[config.mk]
export PLATFORM = sky130hd
export DESIGN_NAME = logicnet_input_packer
export DESIGN_NICKNAME = d
export VERILOG_FILES = /design/src/rtl/logicnet_pkg.sv /design/src/rtl/logicnet_quantizer.sv /design/src/rtl/logicnet_input_packer.sv
export SDC_FILE = /design/constraint.sdc
export NUM_CORES = 1
export LEC_CHECK = 0
export CORE_MARGIN = 5
export CORE_UTILIZATION = 40
export CTS_CLUSTER_DIAMETER = 50
export CTS_CLUSTER_SIZE = 10
export DETAILED_ROUTE_END_ITERATION = 8
export PLACE_DENSITY_LB_ADDON = 0.25
export SYNTH_ARGS = -nofsm -noshare
export SYNTH_HDL_FRONTEND = slang
export SYNTH_SLANG_ARGS = --single-unit
[constraint.sdc]
create_clock -name clk -period 3.29 [get_ports clk]
set_clock_uncertainty 0.05 [all_clocks]
set_input_delay 0.658 -clock clk [delete_from_list [all_inputs] [get_ports clk]]
set_output_delay 0.658 -clock clk [all_outputs]
set_load 0.005 [all_outputs]
[src/rtl/logicnet_pkg.sv]
// Shared definitions for the LogicNet input packer.
// Holds FSM state encoding and default quantisation thresholds.
package logicnet_pkg;

   localparam logic [1:0] ST_COLLECT = 2'd0;
   localparam logic [1:0] ST_HOLD    = 2'd1;
   localparam logic [1:0] ST_DROP    = 2'd2;

   localparam int DEF_THR1 = 64;
   localparam int DEF_THR2 = 128;
   localparam int DEF_THR3 = 192;

endpackage

[src/rtl/logicnet_quantizer.sv]
// Combinational 2-bit quantiser for one raw feature.
// Code is the number of thresholds the value reaches (inclusive).
module logicnet_quantizer #(
   parameter int W    = 8,
   parameter int THR1 = 64,
   parameter int THR2 = 128,
   parameter int THR3 = 192
) (
   input  logic [W-1:0] x,
   output logic [1:0]   code
);

   localparam logic [W-1:0] T1 = W'(THR1);
   localparam logic [W-1:0] T2 = W'(THR2);
   localparam logic [W-1:0] T3 = W'(THR3);

   assign code = 2'(x >= T1) + 2'(x >= T2) + 2'(x >= T3);

endmodule

[src/rtl/logicnet_input_packer.sv]
// Packs a frame of quantised features into one wide word.
// Short and long frames are flagged; long-frame tails are dropped.
module logicnet_input_packer
   import logicnet_pkg::*;
#(
   parameter int NUM_FEATURES = 16,
   parameter int IN_WIDTH     = 8,
   parameter int THR1         = DEF_THR1,
   parameter int THR2         = DEF_THR2,
   parameter int THR3         = DEF_THR3
) (
   input  logic                      clk,
   input  logic                      rst,
   input  logic [IN_WIDTH-1:0]       s_data,
   input  logic                      s_valid,
   input  logic                      s_last,
   output logic                      s_ready,
   output logic [2*NUM_FEATURES-1:0] m_data,
   output logic                      m_valid,
   input  logic                      m_ready,
   output logic                      m_err
);

   localparam int IDX_W = $clog2(NUM_FEATURES);
   localparam int OUT_W = 2 * NUM_FEATURES;
   localparam logic [IDX_W-1:0] IDX_LAST = IDX_W'(NUM_FEATURES - 1);

   logic [1:0]       state_q, state_d;
   logic [IDX_W-1:0] idx_q, idx_d;
   logic [OUT_W-1:0] buf_q, buf_d;
   logic             pend_q, pend_d;
   logic             m_valid_q, m_valid_d;
   logic             m_err_q, m_err_d;
   logic [1:0]       code;
   logic             accept;
   logic             at_last;

   logicnet_quantizer #(
      .W    (IN_WIDTH),
      .THR1 (THR1),
      .THR2 (THR2),
      .THR3 (THR3)
   ) u_quant (
      .x    (s_data),
      .code (code)
   );

   assign s_ready = (state_q != ST_HOLD);
   assign accept  = s_valid && s_ready;
   assign at_last = (idx_q == IDX_LAST);
   assign m_data  = buf_q;
   assign m_valid = m_valid_q;
   assign m_err   = m_err_q;

   // Next-state: collect beats, hold the frame, or drop a long-frame tail
   always_comb begin
      state_d   = state_q;
      idx_d     = idx_q;
      buf_d     = buf_q;
      pend_d    = pend_q;
      m_valid_d = m_valid_q;
      m_err_d   = m_err_q;
      case (state_q)
         ST_COLLECT: begin
            if (accept) begin
               buf_d[{idx_q, 1'b0} +: 2] = code;
               if (s_last || at_last) begin
                  state_d   = ST_HOLD;
                  m_valid_d = 1'b1;
                  m_err_d   = !(s_last && at_last);
                  pend_d    = !s_last;
               end else begin
                  idx_d = idx_q + IDX_W'(1);
               end
            end
         end
         ST_HOLD: begin
            if (m_ready) begin
               buf_d     = '0;
               idx_d     = '0;
               m_valid_d = 1'b0;
               m_err_d   = 1'b0;
               state_d   = pend_q ? ST_DROP : ST_COLLECT;
            end
         end
         ST_DROP: begin
            if (accept && s_last) begin
               state_d = ST_COLLECT;
               pend_d  = 1'b0;
            end
         end
         default: begin
            state_d = ST_COLLECT;
         end
      endcase
   end

   // State and output registers, cleared asynchronously
   always_ff @(posedge clk or posedge rst) begin
      if (rst) begin
         state_q   <= ST_COLLECT;
         idx_q     <= '0;
         buf_q     <= '0;
         pend_q    <= 1'b0;
         m_valid_q <= 1'b0;
         m_err_q   <= 1'b0;
      end else begin
         state_q   <= state_d;
         idx_q     <= idx_d;
         buf_q     <= buf_d;
         pend_q    <= pend_d;
         m_valid_q <= m_valid_d;
         m_err_q   <= m_err_d;
      end
   end

endmodule

# After elaboration in Yosys (flattened, before gate mapping)
# Index checks and enable logic that the tools add are counted.
[op_classes]
muxes = 25
order_cmp = 3
eq_ne = 9
n_shift = 2
n_reduce_logical = 14
add_sub_neg = 4
[op_table]
columns = ["operator", "n"]
rows = [
  ["$mux W32", 2],
  ["$pmux W32 S2", 1],
  ["$bwmux W32", 1],
  ["$shift A2 B7 Y32 const A", 1],
  ["$shiftx A2 B7 Y32", 1],
  ["$ge A8 B8 Y1 const B", 2],
  ["$reduce_and A4 Y1", 4],
  ["$mux W4", 3],
  ["$mux W2", 5],
  ["$ne A2 B2 Y1 const B", 5],
  ["$ge A8 B7 Y1 const B", 1],
  ["$mux W1", 8],
  ["$pmux W4 S2", 1],
  ["$neg A5 Y7", 1],
  ["$pmux W1 S2", 3],
  ["$pmux W2 S3", 1],
  ["$add A4 B1 Y4 const B", 1],
  ["$eq A4 B4 Y1 const B", 1],
  ["$reduce_bool A2 Y1", 2],
  ["$logic_and A1 B1 Y1", 3],
  ["$reduce_and A3 Y1", 1],
  ["$add A1 B1 Y2", 1],
  ["$add A2 B1 Y2", 1],
  ["$eq A2 B1 Y1 const B", 1],
  ["other kinds (5)", 6],
]
[totals]
wordCells = 63
regBits = 41

# Longest topological paths before layout
[logic_depth]
ltp_word = 7
depth_mapped = 9
mapped_depth_nobuf = 6

# Hierarchy
# A second synthesis with hierarchy kept.
[hier_totals]
hier_cells = 233
hier_area_um2 = 2267.2
[by_module_without_submodules]
columns = ["mod", "cells_per_inst", "area_each_um2", "seq_area_each_um2", "instances"]
rows = [
  ["logicnet_input_packer", 231, 2259.7, 1026.0, 1],
  ["logicnet_quantizer", 2, 7.5, 0.0, 1],
]

# Worst setup path after synthesis
# No wires, ideal clock.
[synth_timing]
path_kind = "reg-to-reg"
from = "reg idx_q[0]"
to = "reg buf_q[16] (netlist: m_data[16])"
arrival_time_ns = 2.072
stages_incl_launch_ff = 10
required_ns = 3.118
path_buffers = 3
slack_ns = 1.046
path_cell_list = "dfrtp_1 > clkbuf_2 > buf_2 > inv_1 > ha_1 > buf_4 > or3b_1 > o31ai_1 > nand3_1 > a32o_1"
[synth_via]
elab_chain_cells = 5
[synth_lines]
columns = ["item", "line", "rtl"]
rows = [
  ["from (decl)", "logicnet_input_packer.sv:29", "logic [IDX_W-1:0] idx_q, idx_d;"],
  ["from (signal assigned)", "logicnet_input_packer.sv:109", "idx_q <= idx_d;"],
  ["$neg A5 Y7 (*)", "logicnet_input_packer.sv:66", "buf_d[{idx_q, 1'b0} +: 2] = code;"],
  ["$shiftx A2 B7 Y32 or $shift A2 B7 Y32 (tied branches)", "logicnet_input_packer.sv:66", ""],
  ["$bwmux W32 (*)", "logicnet_input_packer.sv:66", ""],
  ["$mux W32 (*)", "logicnet_input_packer.sv:65", "if (accept) begin"],
  ["$pmux W32 S2 (*)", "logicnet_input_packer.sv:63", "case (state_q)"],
  ["to (signal assigned)", "logicnet_input_packer.sv:110", "buf_q <= buf_d;"],
  ["to (decl)", "logicnet_input_packer.sv:30", "logic [OUT_W-1:0] buf_q, buf_d;"],
]
# Mark *: on every way between the ends. The rest lies on a longest branch, timed or not. The select of a mux whose other input is x is not followed.
# A chain may end at the register's enable or synchronous reset.

# Worst setup path in the final report
[layout_timing]
from = "reg state_q[1]"
to = "out s_ready"
[layout_via]
elab_chain_cells = 1
[layout_lines]
columns = ["item", "line", "rtl"]
rows = [
  ["from (decl)", "logicnet_input_packer.sv:28", "logic [1:0] state_q, state_d;"],
  ["from (signal assigned)", "logicnet_input_packer.sv:108", "state_q <= state_d;"],
  ["$ne A2 B1 Y1", "logicnet_input_packer.sv:48", "assign s_ready = (state_q != ST_HOLD);"],
  ["to (decl)", "logicnet_input_packer.sv:17", "output logic s_ready,"],
]
# No other way between the ends.

==> qor.yml <==
dp.cells: 335
drtPass1Iterations: 4
clk_pin_slew_ns: 0.08
ys_warn_count: 0
track_usage_pct: 16.45
power.internal_mw: 1.484
pre_cts_ws_ns: 0.6297
power.switching_mw: 1.045
final_cell_mix: "dfrtp_1, clkdlybuf4s50_1, nand2_1, o2bb2ai_1"
drt-initial-drc-count: 143
r2r_start: "idx_q[1]"
postLayoutCoreUtil_pct: 51.38
worst_slack_ns: 0.7749
wl_per_cell_um: 16.96
relSlewSlack_pct: 49.83
worstSetupPathDepth: 2
start_util_pct: 41.80
crit_path_max_incr_delay_ns: 0.64
min_from: "m_data[25]"
arrival_ns: 1.81
clock_path_buffers: 2
final_cells: 343
hold_path.class: "reg -> reg"
syn_avg_cell_area_um2: 9.914
post_cts.repair.setup_buffers: 0
num_io_pins: 48
synthFlopType: "dfrtp_1"
min_to: "m_data[25]"
grt_pass1_vias: 1938
p_clk_share_pct: 14.3
cp-start-kind: "flip-flop"
vdd_drop_max_v: 0.0004351
n_antenna_cell: 0
leakage_nw: 1.202
fp.dieW_um: 86.32
tightestPinTransition_ns: 0.7526
ys_seq_area_share_pct: 44.04
setup_viol_count_final: 0
vias: 1968
syn_to_final_growth_pct: 22.93
outcome: "finished, final reports clean"
p_sw_share_pct: 41.32
cts_root_buf: "clkbuf_8"
critPathKind: "reg -> out"
hold_depth: 1
total_power_mw: 2.530
fmax_mhz: 397.6
nets: 287
dieArea_mm2: 0.007450
path_buf_inv: 1
hold_slack_ns: 0.4337
r2r-end: "m_data[28]"
pwr-share-comb_pct: 51.5
hold_viol_final: 0
die_h_um: 86.32
port-buffer-count: 41
rsz0062_at_grt: "no"
cts_tree: "done"
vias_per_cell: 5.738
cts_sinks: 41
crit_chain: "nand2b_1, clkdlybuf4s50_1"
synth_cells: 235
period_needed_ns: 2.515
drc: 0
path_delay_family: "flip-flops"
crit_required_ns: 2.58
setup_tns_ns: 0
cp_slowest_cell: "dfrtp_1"
power_frac_seq_pct: 34.2
grt_max_degree: 42
drv_slew: 0
path_max_fanout: 15
finalWeightedCongestion: 0.8324
p_per_area_mw_per_mm2: 883.2
antenna_found_initial: 0
cts.hold.buffers_added: 0
synthArstFlopShare_pct: 100.0
rows: 27
synth-seq-cells: 41
synth_fp_nets: 252
r2r_slack_ns: 0.80
final_area_mm2: 0.002864
grt_first_pass_wirelength_um: 9701
synth_edf_count: 0
r2r_cells: 6
ant_nets: 0
fin_crit_sh_pct: 76.45
core_mm2: 0.005574
placed_area_mm2: 0.002763
dp_hpwl_um: 4009
drive_gt1_share_pct: 8.487
insertion_delay_ns: 0.30
numCtsBuffers: 5
wl_um: 5816
endpoint_kind: "primary output"
synth.distinct_cells: 49
drv_cap: 0
htreeDepth: 2
netlist_area_mm2: 0.002330
cts_resized: 0
overflow: 0
-- state kept, by name, summed over array words and instances, names as in the netlist --
register and cells:
m_data 32, m_err 1, pend_q 1, idx_q 4, m_valid 1, state_q 2
-- worst reg2reg max path, stage by stage (launching register included) --
cell	delay [ns]
dfrtp_1	0.60
inv_1	0.17
ha_1	0.53
nand2b_1	0.20
a211oi_1	0.51
mux2i_1	0.23
o21ai_0	0.09
-- power by group through the flow --
stage               sequential (mW)  clock (mW)  combinational, mW
floorplan                     0.786           0              0.938
global placement              0.866           0               1.28
detailed placement            0.871           0               1.30
CTS                           0.863       0.375               1.31
global route                  0.898       0.396               1.43
finish                        0.864       0.362               1.30
-- cell type report --
cell class,instances,area [µm²]
fill,530,2710
inverter,7,26.28
multi-input combinational,169,1172
clock buffer,7,96.34
clock inverter,1,5.005
timing repair buffer,46,447.9
tap,72,90.09
sequential,41,1026
-- logic make-up after synthesis --
kind of cell	synth area share (%)
buffers and inverters	5.639
XOR/XNOR	1.128
AO/OA/AOI/OAI	25.40
AND/OR/NAND/NOR	17.61
flip-flops	44.04
adder cells (fa/ha/maj)	2.148
multiplexers	4.028
-- layer usage --
metal  vias to the layer above  part of all wire [%]  GRT usage, %
li1                        950                     -             -
met1                       966                    49         22.72
met2                        44                    46         25.93
met3                         8                   3.5         3.042
met4                         0                   1.5         5.666
met5                         -                     0             0
-- cells in the mapped netlist, types with 2 or more instances --
| cell type | number | area share [%] |
|---|---|---|
| a21o_1 | 5 | 1.6 |
| a21oi_1 | 3 | 0.64 |
| a31o_2 | 4 | 1.5 |
| a31oi_1 | 4 | 1.1 |
| a32o_1 | 5 | 2.1 |
| and3_1 | 2 | 0.54 |
| buf_2 | 5 | 1.1 |
| buf_4 | 4 | 1.3 |
| buf_6 | 2 | 0.97 |
| clkbuf_1 | 6 | 0.97 |
| dfrtp_1 | 41 | 44 |
| ha_1 | 4 | 2.1 |
| inv_1 | 7 | 1.1 |
| mux2i_1 | 8 | 3.4 |
| nand2_1 | 20 | 3.2 |
| nand2b_1 | 2 | 0.54 |
| nand3_1 | 8 | 1.7 |
| nand3b_1 | 2 | 0.64 |
| nand4_1 | 4 | 1.1 |
| nand4b_1 | 2 | 0.75 |
| nor2_1 | 12 | 1.9 |
| nor2b_1 | 2 | 0.54 |
| nor3_1 | 11 | 2.4 |
| nor3b_1 | 4 | 1.3 |
| o2111ai_1 | 3 | 1.1 |
| o211ai_1 | 3 | 0.97 |
| o21a_1 | 2 | 0.64 |
| o21ai_0 | 12 | 2.6 |
| o22ai_1 | 4 | 1.1 |
| o2bb2ai_1 | 16 | 6.0 |
| o31ai_1 | 5 | 1.6 |
| or2_1 | 2 | 0.54 |
| or2_2 | 2 | 0.54 |
| or3b_1 | 3 | 1.1 |
| xnor2_1 | 2 | 0.75 |
-- worst max path at each step --
| stage | startpoint | end | slack (ns) |
|---|---|---|---|
| 2_1_floorplan | idx_q[0] | m_data[16] | 1.05 |
| 3_3_place_gp | s_valid | m_data[24] | 0.66 |
| 3_5_place_dp | s_valid | m_data[24] | 0.63 |
| 4_1_cts | state_q[1] | s_ready | 0.77 |
| 5_1_grt | idx_q[1] | m_data[28] | 0.60 |
| 6_report | state_q[1] | s_ready | 0.77 |
Power figures use the tool's default switching activity.
